==> config.mk <==
export PLATFORM = sky130hd
export DESIGN_NAME = emmc_cmd_tx
export DESIGN_NICKNAME = d
export VERILOG_FILES = /design/src/rtl/emmc_pkg.sv /design/src/rtl/emmc_cmd_crc7.sv /design/src/rtl/emmc_cmd_tx.sv
export SDC_FILE = /design/constraint.sdc
export NUM_CORES = 1
export LEC_CHECK = 0
export BUFFER_PORTS_ARGS = -buffer_cell sky130_fd_sc_hd__buf_2
export CORE_ASPECT_RATIO = 1.5
export CORE_MARGIN = 4
export CORE_UTILIZATION = 56
export DETAILED_ROUTE_END_ITERATION = 12
export PLACE_DENSITY = 0.89
export SLEW_MARGIN = 5
export SYNTH_ARGS = -nofsm -noshare
export SYNTH_HDL_FRONTEND = slang
export SYNTH_SLANG_ARGS = --single-unit
==> constraint.sdc <==
create_clock -name CLK -period 5 [get_ports CLK]
set_input_delay 0.5 -clock CLK [delete_from_list [all_inputs] [get_ports CLK]]
set_output_delay 0.5 -clock CLK [all_outputs]
set_load 0.01 [all_outputs]
==> src/rtl/emmc_pkg.sv <==
// ---------------------------------------------------------------------------
// emmc_pkg
// Shared definitions for the eMMC command transmitter: frame geometry,
// the CRC7 polynomial and a single-bit CRC7 step, bit-counter milestones
// and the transmit FSM state encoding.
// No ports (package).
// ---------------------------------------------------------------------------
package emmc_pkg;

  localparam int CMD_FRAME_BITS = 48;
  localparam int CMD_HDR_BITS   = 40;
  localparam int CRC7_BITS      = 7;

  // x^7 + x^3 + 1 with the x^7 term implied by the shift.
  localparam logic [CRC7_BITS-1:0] CRC7_POLY = 7'h09;

  // Fixed-value bits of the frame: start (bit 47), transmission (bit 46),
  // end (bit 0).
  localparam logic FRAME_START_BIT = 1'b0;
  localparam logic FRAME_TX_BIT    = 1'b1;
  localparam logic FRAME_END_BIT   = 1'b1;

  // Bit-counter values at which the FSM changes phase. The counter holds
  // the index of the frame bit about to be driven (0 = start bit).
  localparam logic [5:0] HDR_LAST_CNT  = 6'(CMD_HDR_BITS - 1);
  localparam logic [5:0] CRC_FIRST_CNT = 6'(CMD_HDR_BITS);
  localparam logic [5:0] CRC_LAST_CNT  = 6'(CMD_FRAME_BITS - 2);

  typedef enum logic [2:0] {
    ST_IDLE,
    ST_HDR,
    ST_CRC,
    ST_END,
    ST_GAP
  } cmd_state_e;

  // One serial CRC7 step: feedback is the incoming bit XOR the CRC MSB.
  function automatic logic [CRC7_BITS-1:0] crc7_step(input logic [CRC7_BITS-1:0] crc,
                                                     input logic bitval);
    logic fb;
    fb = bitval ^ crc[CRC7_BITS-1];
    return {crc[CRC7_BITS-2:0], 1'b0} ^ (fb ? CRC7_POLY : '0);
  endfunction

endpackage

==> src/rtl/emmc_cmd_crc7.sv <==
// ---------------------------------------------------------------------------
// emmc_cmd_crc7
// Serial CRC7 LFSR (x^7 + x^3 + 1, seed 0). Advances one bit per enabled
// cycle and clears synchronously when a new command is accepted. Once the
// header has gone out the register simply holds, which makes it the CRC
// snapshot used for the CRC field and for CRC_OUT.
// Ports:
//   CLK, RSTN  clock / async active-low reset
//   BITVAL     data bit being transmitted
//   ENABLE     advance the CRC on BITVAL this cycle
//   CLEAR      reset the CRC to zero (has priority over ENABLE)
//   CRC        current CRC7 value
// ---------------------------------------------------------------------------
module emmc_cmd_crc7
  import emmc_pkg::*;
(
  input  logic                 CLK,
  input  logic                 RSTN,
  input  logic                 BITVAL,
  input  logic                 ENABLE,
  input  logic                 CLEAR,
  output logic [CRC7_BITS-1:0] CRC
);

  logic [CRC7_BITS-1:0] crc_q;
  logic [CRC7_BITS-1:0] crc_d;

  always_comb begin
    crc_d = crc_q;
    if (CLEAR) begin
      crc_d = '0;
    end else if (ENABLE) begin
      crc_d = crc7_step(crc_q, BITVAL);
    end
  end

  always_ff @(posedge CLK or negedge RSTN) begin
    if (!RSTN) begin
      crc_q <= '0;
    end else begin
      crc_q <= crc_d;
    end
  end

  assign CRC = crc_q;

endmodule

==> src/rtl/emmc_cmd_tx.sv <==
// ---------------------------------------------------------------------------
// emmc_cmd_tx
// Serialises one 48-bit eMMC command token onto the CMD line, MSB first,
// one bit per CMD_TICK, generating CRC7 on the fly, then holds the line
// released for GAP_BITS ticks before accepting the next command.
// Ports:
//   CLK, RSTN   clock / async active-low reset
//   CMD_TICK    one-cycle bit-rate enable
//   START       send request, sampled only while idle
//   CMD_INDEX   6-bit command index (latched on accept)
//   CMD_ARG     32-bit argument (latched on accept)
//   BUSY        high from accept until the gap completes
//   DONE        one-cycle pulse on the edge the end bit is driven
//   CMD_OUT     serial CMD data
//   CMD_OE      CMD pad output enable
//   CRC_OUT     CRC7 of the last completed command
// ---------------------------------------------------------------------------
module emmc_cmd_tx
  import emmc_pkg::*;
#(
  parameter int GAP_BITS = 8
)
(
  input  logic                 CLK,
  input  logic                 RSTN,
  input  logic                 CMD_TICK,
  input  logic                 START,
  input  logic [5:0]           CMD_INDEX,
  input  logic [31:0]          CMD_ARG,
  output logic                 BUSY,
  output logic                 DONE,
  output logic                 CMD_OUT,
  output logic                 CMD_OE,
  output logic [CRC7_BITS-1:0] CRC_OUT
);

  localparam logic [7:0] GAP_LAST_CNT = 8'(GAP_BITS - 1);

  cmd_state_e              state_q,   state_d;
  logic [CMD_HDR_BITS-1:0] shift_q,   shift_d;
  logic [5:0]              bit_cnt_q, bit_cnt_d;
  logic [7:0]              gap_cnt_q, gap_cnt_d;
  logic                    busy_q,    busy_d;
  logic                    done_q,    done_d;
  logic                    cmd_out_q, cmd_out_d;
  logic                    cmd_oe_q,  cmd_oe_d;
  logic [CRC7_BITS-1:0]    crc_out_q, crc_out_d;

  logic                    crc_clear;
  logic                    crc_en;
  logic [CRC7_BITS-1:0]    crc_val;
  logic [2:0]              crc_idx;

  // The CRC clears on accept and only advances on header ticks, so from
  // HDR exit until the next accept it holds the finished CRC.
  assign crc_clear = (state_q == ST_IDLE) && START;
  assign crc_en    = (state_q == ST_HDR) && CMD_TICK;

  emmc_cmd_crc7 u_crc7 (
    .CLK    (CLK),
    .RSTN   (RSTN),
    .BITVAL (shift_q[CMD_HDR_BITS-1]),
    .ENABLE (crc_en),
    .CLEAR  (crc_clear),
    .CRC    (crc_val)
  );

  // Position within the CRC field, 0 for its MSB.
  assign crc_idx = 3'(bit_cnt_q - CRC_FIRST_CNT);

  // Next-state logic. Every output is registered and only moves on a
  // CMD_TICK edge, except BUSY which rises on the accept edge itself. The
  // accept edge never consumes a coincident tick because the FSM is still
  // in IDLE on that edge.
  always_comb begin
    state_d   = state_q;
    shift_d   = shift_q;
    bit_cnt_d = bit_cnt_q;
    gap_cnt_d = gap_cnt_q;
    busy_d    = busy_q;
    done_d    = 1'b0;
    cmd_out_d = cmd_out_q;
    cmd_oe_d  = cmd_oe_q;
    crc_out_d = crc_out_q;

    case (state_q)
      ST_IDLE: begin
        if (START) begin
          shift_d   = {FRAME_START_BIT, FRAME_TX_BIT, CMD_INDEX, CMD_ARG};
          bit_cnt_d = '0;
          gap_cnt_d = '0;
          busy_d    = 1'b1;
          state_d   = ST_HDR;
        end
      end
      ST_HDR: begin
        if (CMD_TICK) begin
          cmd_oe_d  = 1'b1;
          cmd_out_d = shift_q[CMD_HDR_BITS-1];
          shift_d   = {shift_q[CMD_HDR_BITS-2:0], 1'b0};
          bit_cnt_d = bit_cnt_q + 6'd1;
          if (bit_cnt_q == HDR_LAST_CNT) begin
            state_d = ST_CRC;
          end
        end
      end
      ST_CRC: begin
        if (CMD_TICK) begin
          cmd_out_d = crc_val[3'd6 - crc_idx];
          bit_cnt_d = bit_cnt_q + 6'd1;
          if (bit_cnt_q == CRC_LAST_CNT) begin
            state_d = ST_END;
          end
        end
      end
      ST_END: begin
        if (CMD_TICK) begin
          cmd_out_d = FRAME_END_BIT;
          done_d    = 1'b1;
          crc_out_d = crc_val;
          gap_cnt_d = '0;
          state_d   = ST_GAP;
        end
      end
      ST_GAP: begin
        if (CMD_TICK) begin
          cmd_oe_d  = 1'b0;
          cmd_out_d = 1'b1;
          gap_cnt_d = gap_cnt_q + 8'd1;
          if (gap_cnt_q == GAP_LAST_CNT) begin
            busy_d  = 1'b0;
            state_d = ST_IDLE;
          end
        end
      end
      default: begin
        state_d = ST_IDLE;
      end
    endcase
  end

  // State and output registers. Reset releases the line at once, so a
  // frame interrupted by reset ends without an end bit.
  always_ff @(posedge CLK or negedge RSTN) begin
    if (!RSTN) begin
      state_q   <= ST_IDLE;
      shift_q   <= '0;
      bit_cnt_q <= '0;
      gap_cnt_q <= '0;
      busy_q    <= 1'b0;
      done_q    <= 1'b0;
      cmd_out_q <= 1'b1;
      cmd_oe_q  <= 1'b0;
      crc_out_q <= '0;
    end else begin
      state_q   <= state_d;
      shift_q   <= shift_d;
      bit_cnt_q <= bit_cnt_d;
      gap_cnt_q <= gap_cnt_d;
      busy_q    <= busy_d;
      done_q    <= done_d;
      cmd_out_q <= cmd_out_d;
      cmd_oe_q  <= cmd_oe_d;
      crc_out_q <= crc_out_d;
    end
  end

  assign BUSY    = busy_q;
  assign DONE    = done_q;
  assign CMD_OUT = cmd_out_q;
  assign CMD_OE  = cmd_oe_q;
  assign CRC_OUT = crc_out_q;

endmodule

==> results of run 1 <==
==> how the worst max path moves through the flow <==
stage,depth (start not counted),to,slack (ns),start
floorplan,6,bit_cnt_q[4],3.32,CMD_TICK
global placement,4,shift_q[38],2.58,state_q[1]
detailed placement,4,shift_q[21],2.54,state_q[1]
CTS,5,shift_q[21],2.49,state_q[1]
global route,5,shift_q[13],2.25,state_q[1]
finish,5,shift_q[24],2.50,state_q[1]
==> area by class of cell <==
class / count / area (um2)
fillers: 506 / 2300
flip-flops and latches: 75 / 1880
multi-input cells: 272 / 1690
repair buffers: 55 / 283
clock buffers: 10 / 138
well taps: 76 / 95.1
clock inverters: 6 / 93.8
inverters: 3 / 11.3
==> through the flow <==
stage	hold slack, ns	std cells
6_report	0.341	497
5_1_grt	0.368	497
4_1_cts	0.336	497
3_5_place_dp	0.458	481
3_3_place_gp	0.458	481
2_1_floorplan	0.204	373
==> routing by layer <==
layer | vias up | GRT usage
li1 | 1397 | -
met1 | 1338 | 0.225
met2 | 58 | 0.301
met3 | 15 | 0.0523
met4 | 0 | 0.0802
met5 | - | 0
==> synthesized netlist by cell type, types with 2 or more instances <==
| master | count | area share |
|---|---|---|
| nor4b_1 | 2 | 0.0047 |
| mux2i_1 | 39 | 0.11 |
| nand2_1 | 52 | 0.053 |
| o41ai_1 | 2 | 0.0047 |
| o21ai_0 | 27 | 0.036 |
| nor3b_2 | 2 | 0.0068 |
| a21oi_1 | 34 | 0.046 |
| nor2_1 | 49 | 0.050 |
| and3_1 | 3 | 0.0051 |
| o211ai_1 | 2 | 0.0041 |
| buf_2 | 9 | 0.012 |
| a31oi_1 | 2 | 0.0034 |
| buf_4 | 4 | 0.0081 |
| o31ai_1 | 2 | 0.0041 |
| or3_1 | 4 | 0.0068 |
| a21oi_2 | 10 | 0.024 |
| dfrtp_1 | 74 | 0.50 |
| inv_1 | 2 | 0.0020 |
| nand4b_1 | 2 | 0.0047 |
| ha_1 | 4 | 0.014 |
| clkbuf_1 | 7 | 0.0071 |
| xor2_1 | 2 | 0.0047 |
| buf_6 | 3 | 0.0091 |
| nand3b_1 | 3 | 0.0061 |
| nand3_1 | 5 | 0.0068 |
| nand2b_1 | 4 | 0.0068 |
| or4_1 | 3 | 0.0061 |
==> flip-flops by register name, indices dropped and copies added, names as in the netlist <==
| register | cells |
|---|---|
| BUSY | 1 |
| CMD_OE | 1 |
| CMD_OUT | 1 |
| CRC_OUT | 7 |
| DONE | 1 |
| bit_cnt_q | 6 |
| gap_cnt_q | 8 |
| shift_q | 40 |
| state_q | 3 |
| u_crc7.CRC | 7 |
==> logic make-up after synthesis <==
group / Yosys count / share of synthesized area
AND/OR/NAND/NOR: 134 / 0.169
AO/OA/AOI/OAI: 90 / 0.148
flip-flops: 75 / 0.507
multiplexers: 41 / 0.116
buffers and inverters: 26 / 0.0395
adder cells (fa/ha/maj): 4 / 0.0135
XOR/XNOR: 3 / 0.00710
==> worst reg2reg max path: stages (launching register included) <==
cell     delay, ns
dfrtp_1       0.61
or4b_1        0.85
o21ai_4       0.13
buf_4         0.59
nor2_1        0.11
a21oi_1       0.15
==> power by group through the flow <==
stage	Sequential, mW	Combinational [mW]	Clock (mW)
after floorplan	0.917	0.666	0
after global placement	0.954	0.724	0
after detailed placement	0.967	0.754	0
after CTS	0.956	0.759	0.542
after global routing	0.981	0.846	0.566
final	0.955	0.751	0.533
==> layout by cell type (no fill, tap or decap), types with 2 or more instances in the layout <==
cell / count
or4_1: 3
nand3b_1: 3
o21ai_0: 27
o31ai_1: 2
mux2i_1: 39
ha_1: 4
and3_1: 3
inv_1: 2
a21oi_1: 34
bufinv_16: 2
nand2_1: 52
buf_2: 52
or3_1: 4
o41ai_1: 2
xor2_1: 2
dfrtp_1: 74
inv_6: 2
a31oi_1: 2
nor2_1: 49
nand4b_1: 2
a21oi_2: 10
nand3_1: 5
nand2b_1: 4
nor4b_1: 2
o211ai_1: 2
buf_4: 3
clkbuf_8: 10
==> impl_metrics.ini, run 1 <==
[clock_network]
cts_sinks = 75
clk_pin_slew_worst_paths_ns = 0.09
clkLatencyLatePin_ns = 0.36
cts_setup_buffers = 0
cts_tree = built
cts_resized = 0
cts_root_buf = clkbuf_8
clock_path_buffers = 2
holdBufCountCts = 0
htree_levels = 3
numCtsBuffers = 9

[detailed_routing]
ant_nets = 0
met3_length_um = 394
drt_wl_total_mm = 7.11
wl_met2_mm = 3.56
firstDrtPassIters = 4
drc_errors = 0
wire_per_inst_um = 14.3
vias = 2808
highest_layer = met4
drtIter0Drc = 184
wl_met1_mm = 3.02
viasPerCell = 5.65

[synthesis]
synth_flop_cell = dfrtp_1
syn_area_per_cell_um2 = 9.93
synthCells = 373
ys_ff_latch = 75
synth_seq_area_share = 0.507
synth_cell_types = 48
netlist_area_um2 = 3700
synth_nets = 419
synthArstFlopShare = 1.00
yosysWarnings = 0
synth_edf_count = 0

[layout]
syn_to_final_growth_pct = 13.2
drive_gt1_frac = 0.216
nets = 462
diodes = 0
final_cell_area_um2 = 4190
fin_util = 0.646

[hold_path]
hp-start = CMD_ARG[0]
worstHoldPathCells = 3
hp-class = in -> reg
hold_end = shift_q[0]

[power_and_ir_drop]
p_clk_frac = 0.238
power.total_mw = 2.24
intPower_mw = 1.44
swShare = 0.358
total_leakage_power_nw = 1.96
powerDensity_nw_per_um2 = 534
combPwrFrac = 0.335
p_sw_mw = 0.802
sequentialPowerShare = 0.427
peakVddDrop_v = 0.000375

[worst_setup_path]
rrSetupSlack_ns = 2.50
reg2reg_depth = 5
crit_path_cell_trace = or4b_1 -> o21ai_4 -> buf_4 -> nor2_1 -> a21oi_1
r2r-end = shift_q[24]
crit_required_ns = 5.28
critPathMaxStageDelay_ns = 0.85
end_kind = register
critPathTopFamily = simple AND/OR/NAND/NOR gates
critPathSlowestCell = or4b_1
r2r-start = state_q[1]
critPathKind = reg -> reg
arrival_ns = 2.78
path_buf_inv = 1
start_kind = register
cp_max_fo = 76

[place]
gp_congestion = 0.789
hpwlAfterDp_mm = 4.80
place_ws_ns = 2.54
io_buffers = 52
post_dp_cell_area_um2 = 3960

[floorplan]
die_height_um = 108
chipWidth_um = 74.4
fp-row-count = 36
io_pins = 53
start_util = 0.571
dieArea_um2 = 8000
core-area_um2 = 6490

[sta]
fin_ws_ns = 2.50
tightest_slew_ns = 0.971
slew_headroom = 0.344
rsz0062_at_grt = false
hold_viol = 0
finalSetupTns_ns = 0
timing.fmax_mhz = 399
finalCriticalPeriod_ns = 2.50
fin_worst_skew_ns = 0.0144
drv_slew = 0
setup_viol = 0
finalCritPeriodShare = 0.501

[flow_run]
cap_violations = 0

[status]
status = finished clean

[grt]
grt_start_max_net_pins = 77
grt_pass1_vias = 2733
grt_first_pass_wirelength_mm = 11.6
groute.usage.overall = 0.185
globalRouteOverflowTotal = 0
antenna_found_initial = 0
(Power assumes the default switching activity.)
==> run 2: changes to the inputs <==
Clock period 5 ns to 2.5 ns, I/O delays scaled along.
==> run 2 against run 1 <==
  * Die area is the same
  * Design area grew 1.5%
  * Worst setup slack worse by 2.1 ns
  * Worst hold slack worse by 0.20 ns
  * Power rose by 98%
  * Final cell count rose by 1.4%
  * Critical path type unchanged
  * Critical endpoint is now shift_q[30]
==> impl_metrics.ini, run 2 (synthesis gave the netlist of run 1 again) <==
[status]
status = finished clean

[clock_network]
cts_root_buf = clkbuf_8
cts_tree = built
cts_setup_buffers = 0
htree_levels = 3
cts_sinks = 75
numCtsBuffers = 9
clock_path_buffers = 2
clkLatencyLatePin_ns = 0.34
clk_pin_slew_worst_paths_ns = 0.08

[worst_setup_path]
start_kind = register
critPathKind = reg -> reg
crit_required_ns = 2.76
cp_max_fo = 49
arrival_ns = 2.34
end_kind = register

[layout]
final_cells = 504
drive_gt1_frac = 0.224
final_common_cell = dfrtp_1
final_cell_area_um2 = 4250
largest-register = shift_q
nets = 470
diodes = 0
fin_util = 0.655
syn_to_final_growth_pct = 14.8
largest_register_ffs = 40
final_cell_mix = dfrtp_1 (74), nand2_1 (52), buf_2 (52)
largestRegisters = shift_q x40, gap_cnt_q x8

[place]
io_buffers = 52
gp_congestion = 0.824
post_dp_cell_area_um2 = 4050
hpwlAfterDp_mm = 5.28
place_ws_ns = 0.445
dp.cells = 488

[floorplan]
die_height_um = 108
chipWidth_um = 74.4
fp-row-count = 36
start_util = 0.571
core-area_um2 = 6490
dieArea_um2 = 8000
io_pins = 53

[grt]
globalRouteOverflowTotal = 0
grt_first_pass_wirelength_mm = 12.6
groute.usage.overall = 0.205
antenna_found_initial = 0
grt_start_max_net_pins = 50
grt_pass1_vias = 2864

[detailed_routing]
ant_nets = 0
vias = 2845
viasPerCell = 5.64
drc_errors = 0
wire_per_inst_um = 14.8
firstDrtPassIters = 4
drtIter0Drc = 161
drt_wl_total_mm = 7.46

[sta]
hold_viol = 0
fin_worst_skew_ns = 0.00609
whs_ns = 0.143
drv_slew = 0
tightest_slew_ns = 0.726
finalSetupTns_ns = 0
fin_ws_ns = 0.423
setup_viol = 0
rsz0062_at_grt = false
timing.fmax_mhz = 481
slew_headroom = 0.514
finalCritPeriodShare = 0.831
finalCriticalPeriod_ns = 2.08

[hold_path]
hp-class = in -> reg

[power_and_ir_drop]
total_leakage_power_nw = 2.00
power.total_mw = 4.44
peakVddDrop_v = 0.000472
powerDensity_nw_per_um2 = 1040

[flow_run]
cap_violations = 0
## run 2: changes by cell type in the layout (fill, tap and decap cells not counted), sizes merged
| cell | previous run | this run |
|---|---|---|
| bufinv | 2 | 1 |
| clkinv | 2 | 3 |
| inv | 4 | 2 |
| buf | 55 | 62 |
| clkbuf | 10 | 11 |
| dlygate4sd3 | 0 | 1 |
## run 2: area by class of cell
| type | instances | area, um2 |
|---|---|---|
| Fill cell | 507 | 2230 |
| Timing Repair Buffer | 63 | 383 |
| Sequential cell | 75 | 1880 |
| Multi-Input combinational cell | 272 | 1690 |
| Inverter | 3 | 11.3 |
| Clock inverter | 4 | 51.3 |
| Clock buffer | 11 | 141 |
| Tap cell | 76 | 95.1 |
## run 2: path summary, 6_finish.rpt
check	start	end	slack, ns	cells after the start
worst max-delay path	state_q[1]	shift_q[30]	0.42	5
worst min-delay path	CMD_ARG[0]	shift_q[0]	0.14	3
worst max register to register	state_q[1]	shift_q[30]	0.42	5
worst min register to register	CRC_OUT[3]	CRC_OUT[3]	0.48	2
max in group asynchronous	RSTN	CRC_OUT[3]	1.31	3
min in group asynchronous	RSTN	bit_cnt_q[4]	0.49	2
## run 2: power breakdown
| part | internal [mW] | total (mW) | switching, mW |
|---|---|---|---|
| clock network | 0.483 | 0.914 | 0.431 |
| registers | 1.61 | 1.89 | 0.272 |
| logic | 0.736 | 1.64 | 0.900 |
| total | 2.83 | 4.44 | 1.60 |
## run 2: worst max-delay path, cell delays in order, from the launching register on
cell and delay (ns):
dfrtp_1 0.37, or4b_1 0.74, o21ai_4 0.37, buf_12 0.30
nor2_1 0.06, a21oi_1 0.15
## run 2: routing by layer
metal / share of wire / vias to the layer above / global-route usage
met4: 0.021 / 0 / 0.0789
li1: - / 1405 / -
met5: 0 / - / 0
met3: 0.057 / 11 / 0.0430
met1: 0.39 / 1363 / 0.248
met2: 0.53 / 66 / 0.350
## run 2: repair_timing
item,CTS,global route
endpoints found under the hold margin,28,0
hold buffers,1,0
resized for setup,0,0
==> run 3: changes to the inputs <==
Settings changed: CORE_UTILIZATION 56 to 51, PLACE_DENSITY 0.89 to 0.86.
Clock period 2.5 ns to 1.85 ns, I/O delays scaled along.
==> run 3 against run 2 <==
  * First-iteration DRC count down 34%
  * Clock power increased by 50%
  * Flip-flop and latch count did not move
  * Highest routed layer unchanged
  * Critical path type unchanged
==> impl_metrics.ini, run 3 (synthesis gave the netlist of run 1 again) <==
[floorplan]
chipWidth_um = 77.6
io_pins = 53
fp-row-count = 37
dieArea_um2 = 8710
start_util = 0.533
die_height_um = 112
core-area_um2 = 6940

[layout]
drive_gt1_frac = 0.233
fin_util = 0.620
nets = 474
diodes = 0
largest-register = shift_q
largestRegisters = shift_q x40, gap_cnt_q x8
syn_to_final_growth_pct = 16.3
final_common_cell = dfrtp_1
largest_register_ffs = 40
final_cell_mix = dfrtp_1 (74), nand2_1 (52), buf_2 (52)

[detailed_routing]
ant_nets = 0
wire_per_inst_um = 15.1
drc_errors = 0
firstDrtPassIters = 4
vias = 2897
viasPerCell = 5.67
drt_wl_total_mm = 7.74
drtIter0Drc = 107

[sta]
setup_viol = 0
drv_slew = 0
tightest_slew_ns = 0.396
hold_viol = 0
timing.fmax_mhz = 585
finalCritPeriodShare = 0.924
fin_worst_skew_ns = 0.00722
slew_headroom = 0.736
finalSetupTns_ns = 0
finalCriticalPeriod_ns = 1.71
rsz0062_at_grt = false

[grt]
grt_first_pass_wirelength_mm = 13.5
groute.usage.overall = 0.194
globalRouteOverflowTotal = 0
grt_start_max_net_pins = 76
antenna_found_initial = 0
grt_pass1_vias = 2969

[place]
gp_congestion = 0.825
hpwlAfterDp_mm = 5.44
io_buffers = 52

[worst_setup_path]
end_kind = register
critPathSlowestCell = or4b_1
path_buf_inv = 1
arrival_ns = 1.97
critPathTopFamily = simple AND/OR/NAND/NOR gates
critPathMaxStageDelay_ns = 0.60
critPathKind = reg -> reg
start_kind = register
crit_path_cell_trace = or4b_1 -> o21ai_4 -> buf_12 -> nor2_1 -> a21oi_1
crit_required_ns = 2.12
cp_max_fo = 53

[status]
status = finished clean

[clock_network]
cts_setup_buffers = 0
numCtsBuffers = 9
cts_sinks = 75
clkLatencyLatePin_ns = 0.35
cts_resized = 0
clk_pin_slew_worst_paths_ns = 0.08
htree_levels = 3
cts_root_buf = clkbuf_8
cts_tree = built
holdBufCountCts = 1
clock_path_buffers = 2

[hold_path]
hp-class = in -> reg

[power_and_ir_drop]
powerDensity_nw_per_um2 = 1430
total_leakage_power_nw = 2.04
peakVddDrop_v = 0.000651

[flow_run]
cap_violations = 0
==> run 3: final timing paths <==
path	start	endpoint	slack (ns)	cells after the start
worst max register to register	state_q[1]	shift_q[12]	0.14	5
worst max-delay path	state_q[1]	shift_q[12]	0.14	5
min in group asynchronous	RSTN	shift_q[21]	0.40	3
worst min-delay path	CMD_ARG[0]	shift_q[0]	0.05	3
max in group asynchronous	RSTN	CMD_OUT	1.10	3
worst min register to register	CRC_OUT[0]	CRC_OUT[0]	0.47	2
==> run 3: layout make-up <==
cell class / instances / area (um2)
clock inverters: 6 / 87.6
multi-input cells: 272 / 1690
repair buffers: 67 / 413
fillers: 570 / 2640
well taps: 78 / 97.6
inverters: 3 / 11.3
flip-flops and latches: 75 / 1880
clock buffers: 10 / 128
==> run 3: layer usage <==
| layer | vias to the layer above | global-route usage | part of all wire |
|---|---|---|---|
| met5 | - | 0 | 0 |
| met4 | 0 | 0.0819 | 0.017 |
| met3 | 9 | 0.0490 | 0.046 |
| met2 | 68 | 0.336 | 0.54 |
| met1 | 1403 | 0.225 | 0.40 |
| li1 | 1417 | - | - |
==> run 3: power breakdown <==
group / leakage, nW / internal [mW] / total, mW / switching (mW)
combinational: 1.02 / 1.00 / 2.25 / 1.25
clock: 0.111 / 0.762 / 1.37 / 0.604
sequential: 0.905 / 2.18 / 2.55 / 0.367
==> run 3: worst reg2reg max path, delay by kind of cell (launching register included) <==
| kind | cells | cell delay, ns |
|---|---|---|
| compound gates | 2 | 0.27 |
| flops | 1 | 0.43 |
| simple gates | 2 | 0.68 |
| buf+inv | 1 | 0.26 |
==> run 3: per-stage QoR <==
step / power, mW / cells / setup slack (ns) / instance area [um2] / hold WS (ns)
after floorplan: 4.28 / 373 / 0.198 / 3700 / -0.111
after global placement: 4.67 / 494 / 0.215 / 4080 / 0.238
after detailed placement: 4.84 / 494 / 0.151 / 4080 / 0.248
after CTS: 6.24 / 511 / 0.115 / 4310 / 0.0281
after global routing: 6.62 / 511 / 0.00180 / 4310 / 0.0720
final: 6.17 / 511 / 0.141 / 4310 / 0.0540
